===== config.mk =====
export PLATFORM = sky130hd
export DESIGN_NAME = cmp_debounce_monitor
export DESIGN_NICKNAME = d
export VERILOG_FILES = /design/src/rtl/cmp_debounce_monitor.sv
export SDC_FILE = /design/constraint.sdc
export NUM_CORES = 1
export LEC_CHECK = 0
export ABC_AREA = 1
export BUFFER_PORTS_ARGS = -buffer_cell sky130_fd_sc_hd__buf_2
export CAP_MARGIN = 20
export CORE_ASPECT_RATIO = 1.5
export CORE_MARGIN = 1
export CORE_UTILIZATION = 45
export DETAILED_ROUTE_END_ITERATION = 8
export GPL_ROUTABILITY_DRIVEN = 1
export MAX_ROUTING_LAYER = met4
export PLACE_DENSITY = 0.74
export SLEW_MARGIN = 0
export SYNTH_ARGS = -nofsm -noshare
export SYNTH_HDL_FRONTEND = slang
export SYNTH_SLANG_ARGS = --single-unit

===== constraint.sdc =====
create_clock -name clk -period 3.2 [get_ports clk]
set_clock_uncertainty 0.1 [all_clocks]
set_input_delay 0.16 -clock clk [delete_from_list [all_inputs] [get_ports clk]]
set_output_delay 0.16 -clock clk [all_outputs]
set_load 0.01 [all_outputs]

===== src/rtl/cmp_debounce_monitor.sv =====
// -----------------------------------------------------------------------------
// cmp_debounce_monitor
//
// Debounces the e/g/l flags of an upstream magnitude comparator, where the
// comparator's a input is a streamed sample and its b input is a fixed
// threshold. It produces a debounced above-threshold level, rise/fall event
// pulses, saturating event counters and a sticky illegal-flags error.
//
// Ports:
//   clk       : clock; all state updates on the rising edge
//   rst_n     : asynchronous reset, active low
//   in_valid  : e/g/l carry a sample this cycle
//   e, g, l   : comparator equal / greater / less flags
//   clr       : synchronous clear of rise_cnt, fall_cnt and err
//   above     : debounced level (1 = sample at or above threshold)
//   rise_evt  : one-cycle pulse on a LOW->HIGH transition
//   fall_evt  : one-cycle pulse on a HIGH->LOW transition
//   rise_cnt  : saturating count of rise events
//   fall_cnt  : saturating count of fall events
//   err       : sticky flag, set by a valid sample whose flags are not one-hot
// -----------------------------------------------------------------------------
module cmp_debounce_monitor #(
  parameter int DEB   = 4,
  parameter int CNT_W = 8
) (
  input  logic             clk,
  input  logic             rst_n,
  input  logic             in_valid,
  input  logic             e,
  input  logic             g,
  input  logic             l,
  input  logic             clr,
  output logic             above,
  output logic             rise_evt,
  output logic             fall_evt,
  output logic [CNT_W-1:0] rise_cnt,
  output logic [CNT_W-1:0] fall_cnt,
  output logic             err
);

  localparam int RUN_W = $clog2(DEB + 1);
  localparam logic [RUN_W-1:0] DEB_RUN  = RUN_W'(DEB);
  localparam logic [RUN_W-1:0] RUN_ONE  = RUN_W'(1);
  localparam logic [CNT_W-1:0] CNT_MAX  = '1;

  typedef enum logic [1:0] {
    ST_LOW,
    ST_TO_HIGH,
    ST_HIGH,
    ST_TO_LOW
  } state_t;

  state_t           state_reg, state_next;
  logic [RUN_W-1:0] run_reg, run_next;
  logic [RUN_W-1:0] run_inc;
  logic             above_next;
  logic             rise_next, fall_next;
  logic             err_next;
  logic             one_hot, hi, sample_ok;

  // Exactly one of e/g/l set; anything else is an illegal comparator output.
  assign one_hot   = (e | g | l) & ~((e & g) | (e & l) | (g & l));
  assign hi        = g | e;
  assign sample_ok = in_valid & one_hot;
  assign run_inc   = run_reg + RUN_ONE;

  // ---------------------------------------------------------------------------
  // Next-state / next-output logic
  // ---------------------------------------------------------------------------
  always_comb begin
    state_next = state_reg;
    run_next   = run_reg;
    rise_next  = 1'b0;
    fall_next  = 1'b0;

    if (sample_ok) begin
      unique case (state_reg)
        ST_LOW: begin
          if (hi) begin
            if (DEB == 1) begin
              state_next = ST_HIGH;
              rise_next  = 1'b1;
            end else begin
              state_next = ST_TO_HIGH;
              run_next   = RUN_ONE;
            end
          end
        end
        ST_TO_HIGH: begin
          if (hi) begin
            if (run_inc == DEB_RUN) begin
              state_next = ST_HIGH;
              run_next   = '0;
              rise_next  = 1'b1;
            end else begin
              run_next   = run_inc;
            end
          end else begin
            // A single opposing sample breaks the run.
            state_next = ST_LOW;
            run_next   = '0;
          end
        end
        ST_HIGH: begin
          if (!hi) begin
            if (DEB == 1) begin
              state_next = ST_LOW;
              fall_next  = 1'b1;
            end else begin
              state_next = ST_TO_LOW;
              run_next   = RUN_ONE;
            end
          end
        end
        ST_TO_LOW: begin
          if (!hi) begin
            if (run_inc == DEB_RUN) begin
              state_next = ST_LOW;
              run_next   = '0;
              fall_next  = 1'b1;
            end else begin
              run_next   = run_inc;
            end
          end else begin
            state_next = ST_HIGH;
            run_next   = '0;
          end
        end
        default: begin
          state_next = ST_LOW;
          run_next   = '0;
        end
      endcase
    end

    above_next = (state_next == ST_HIGH) || (state_next == ST_TO_LOW);
    // clr wins over the old value, but an illegal sample in the same cycle
    // still leaves err set.
    err_next   = (err & ~clr) | (in_valid & ~one_hot);
  end

  always_ff @(posedge clk or negedge rst_n) begin
    if (!rst_n) begin
      state_reg <= ST_LOW;
      run_reg   <= '0;
      above     <= 1'b0;
      rise_evt  <= 1'b0;
      fall_evt  <= 1'b0;
      err       <= 1'b0;
    end else begin
      state_reg <= state_next;
      run_reg   <= run_next;
      above     <= above_next;
      rise_evt  <= rise_next;
      fall_evt  <= fall_next;
      err       <= err_next;
    end
  end

  // ---------------------------------------------------------------------------
  // Event counters: index 0 counts rises, index 1 counts falls.
  // clr zeroes the base first, so an event in the same cycle leaves 1.
  // ---------------------------------------------------------------------------
  logic [1:0]            evt_next;
  logic [CNT_W-1:0]      cnt_reg [2];

  assign evt_next = {fall_next, rise_next};

  for (genvar gi = 0; gi < 2; gi++) begin : g_cnt
    logic [CNT_W-1:0] cnt_base;
    logic [CNT_W-1:0] cnt_next;

    always_comb begin
      cnt_base = clr ? '0 : cnt_reg[gi];
      cnt_next = cnt_base;
      if (evt_next[gi] && (cnt_base != CNT_MAX)) begin
        cnt_next = cnt_base + 1'b1;
      end
    end

    always_ff @(posedge clk or negedge rst_n) begin
      if (!rst_n) begin
        cnt_reg[gi] <= '0;
      end else begin
        cnt_reg[gi] <= cnt_next;
      end
    end
  end

  assign rise_cnt = cnt_reg[0];
  assign fall_cnt = cnt_reg[1];

endmodule

==> out/qor.yml <==
clocking:
  cts_max_level: 1
  clk_latency_ns: 0.26
  clock-sinks: 25
  ctsRootBufferMaster: "sky130_fd_sc_hd__clkbuf_8"
  tritoncts: "done"
  cts-buffers-inserted: 3
  path_clk_slew_ns: 0.09
  cts_post_setup_buffers_inserted: 0
  buffer_depth_of_the_longest_clock_path: 2
worst_setup_path:
  crit_arrival_ns: 1.89
  cp_launch_type: "register"
  path_max_fanout: 10
  path_type_of_the_worst_setup_path: "reg2reg"
  timing.critical_path.required_ns: 3.26
  end_kind: "register"
detailed_routing:
  finalWirelength_mm: 3.199
  first_iter_violations: 53
  via_count: 1399
  route.detailed.drc: 0
  postRouteAntennaNets: 0
  routed_via_density: 4.858
  detail_route.wl_per_cell_um: 11.11
  detail_route.first_pass.iterations: 4
grt:
  first_pass_grt_wire_length_mm: 5.430
  globalRoute.totalOverflow: 0
  antenna_found_initial: 0
  grt_pass1_vias: 1323
  groute.usage.overall_pct: 19.18
  grt_max_degree: 26
layout:
  multi_input_area_um2: 858.3
  most_common_library_cell_in_the_layout_ignoring_fill_and_taps: "sky130_fd_sc_hd__nand2_1"
  share_of_post_route_cells_with_drive_strength_above_1_pct: 21.14
  fin_nets: 258
  final_cell_mix: "sky130_fd_sc_hd__nand2_1, sky130_fd_sc_hd__nand3_1, sky130_fd_sc_hd__buf_2"
  fillers: 361
  areaGrowthSynthToFinish_pct: 13.86
  num_antenna_cells: 0
  final_design_area_no_fill_um2: 1829
  area.sequential_um2: 625.6
status:
  outcome: "finished, final reports clean"
power_and_ir_drop:
  share_seq_of_total_power_pct: 57.1
  power.share.combinational_pct: 12.0
  internal_power_summed_over_all_cells_uw: 445.7
  power_density_nw_per_um2: 330.9
  netSwitchingFraction_pct: 26.37
  p_sw_uw: 159.6
  power.leakage_nw: 1.135
  clock_power_share_pct: 30.8
  vdd_drop_max_mv: 0.2664
placement:
  hpwl_mm: 2.418
  globalplace.congestion: 0.8919
  place_area_um2: 1774
  port_buffers: 26
  dpl_worst_slack_ns: 1.379
floorplanning:
  floorplan.initialDensity_pct: 47.03
  floorplan.rows: 26
  core_region_area_um2: 3416
  die_height_um: 75.18
  boundaryPins: 27
  dieArea_um2: 3818
  die_w_um: 50.79
timing:
  transition_time_at_the_pin_with_the_least_slew_margin_ns: 0.5712
  rsz0062_at_grt: "false"
  setup_tns_ns: 0
  worst_slew_margin_rel_pct: 61.92
  final_critical_path_setup_slack_ns: 1.375
  report.final.slew_viol_count: 0
  final_hold_violation_count: 0
  setup_viol: 0
  fmaxAchievable_ghz: 0.5479
  period_needed_ns: 1.825
  min_period_over_period_pct: 57.04
synthesis:
  synth.top_cell.area_share_pct: 38.94
  synth.distinct_cells: 24
  post_synth_inst_count: 216
  synth_largest_area_cell: "sky130_fd_sc_hd__dfrtp_1"
  syn_nets: 227
  synth-seq-cells: 25
  synth.cell_area_um2: 1607
  ys_warn_count: 0
  synth_seq_area_share_pct: 38.94
  synth_area_per_cell_um2: 7.438
  synth_top_cells_by_area: "sky130_fd_sc_hd__dfrtp_1, sky130_fd_sc_hd__nand2_1, sky130_fd_sc_hd__nand3_1"
hold_path:
  tightest_hold_check_type: "in2reg"
job:
  maxCapViolCount: 0
-- logic make-up after synthesis --
family,Yosys count,share of synthesized area (%)
adder cells (fa/ha/maj),4,3.115
AND/OR/NAND/NOR,146,44.94
XOR/XNOR,6,3.271
buffers and inverters,29,7.633
AO/OA/AOI/OAI,6,2.103
flip-flops,25,38.94
-- critical path, cell delays in order, from the launching register on --
cell and delay, ns:
sky130_fd_sc_hd__dfrtp_1 0.42, sky130_fd_sc_hd__ha_1 0.22, sky130_fd_sc_hd__nand2_1 0.08, sky130_fd_sc_hd__inv_2 0.04, sky130_fd_sc_hd__nor2_2 0.14, sky130_fd_sc_hd__nand3_1 0.20, sky130_fd_sc_hd__nor2_8 0.23, sky130_fd_sc_hd__nand2_2 0.15
sky130_fd_sc_hd__nand2_1 0.09, sky130_fd_sc_hd__nand2_1 0.05
-- cells in the mapped netlist (all sizes together) --
library cell	count
ha	4
buf	1
a22o	1
inv	26
nand3	31
xor2	4
a21oi	3
xnor2	2
nand4	3
o21ai	2
clkinv	2
nor2	23
nand2	89
dfrtp	25
-- power groups by stage --
stage	clock network, mW	registers [mW]	logic (mW)
after global routing	0.206	0.348	0.0841
after detailed placement	0	0.352	0.0735
after floorplan	0	0.350	0.0505
after global placement	0	0.352	0.0723
final	0.187	0.346	0.0729
after CTS	0.193	0.346	0.0746
-- final cells by class --
class                      instances  area share, %
tap                               42          2.873
sequential                        25          34.20
clock buffer                       4          2.462
multi-input combinational        162          46.92
timing repair buffer              27          7.661
inverter                          28          5.882
-- layer usage --
| metal | vias up | global-route usage (%) | share of wire, % |
|---|---|---|---|
| met3 | 2 | 1.818 | 2.3 |
| li1 | 735 | - | - |
| met2 | 19 | 35.56 | 55 |
| met1 | 643 | 21.39 | 42 |
| met5 | - | - | 0 |
| met4 | 0 | 6.173 | 0.69 |
-- path summary, 6_finish.rpt --
kind | from | depth (start not counted) | slack [ns] | end
setup / recovery | run_reg[0] | 9 | 1.37 | rise_cnt[1]
hold / removal | in_valid | 2 | 0.06 | err
setup reg to reg | run_reg[0] | 9 | 1.37 | rise_cnt[1]
hold reg to reg | run_reg[1] | 2 | 0.42 | run_reg[1]
max in group asynchronous | rst_n | 2 | 2.30 | fall_cnt[1]
min in group asynchronous | rst_n | 2 | 0.32 | rise_cnt[5]
-- what timing repair did --
| item | in CTS | in global routing |
|---|---|---|
| hold buffers | 1 | 0 |
| hold endpoints to repair | 25 | 0 |
| resized for setup | 0 | 0 |
-- stage by stage --
step / std cells / power [mW] / hold slack, ns / util (%)
floorplan: 216 / 0.4002 / -0.2356 / -
global placement: 283 / 0.4239 / 0.08613 / 51.94
detailed placement: 283 / 0.4258 / 0.08842 / 51.94
CTS: 288 / 0.6141 / 0.04910 / 53.55
global route: 288 / 0.6385 / 0.04859 / 53.55
finish: 288 / 0.6054 / 0.05948 / 53.55
No activity file was read; power rests on OpenSTA's default activity.
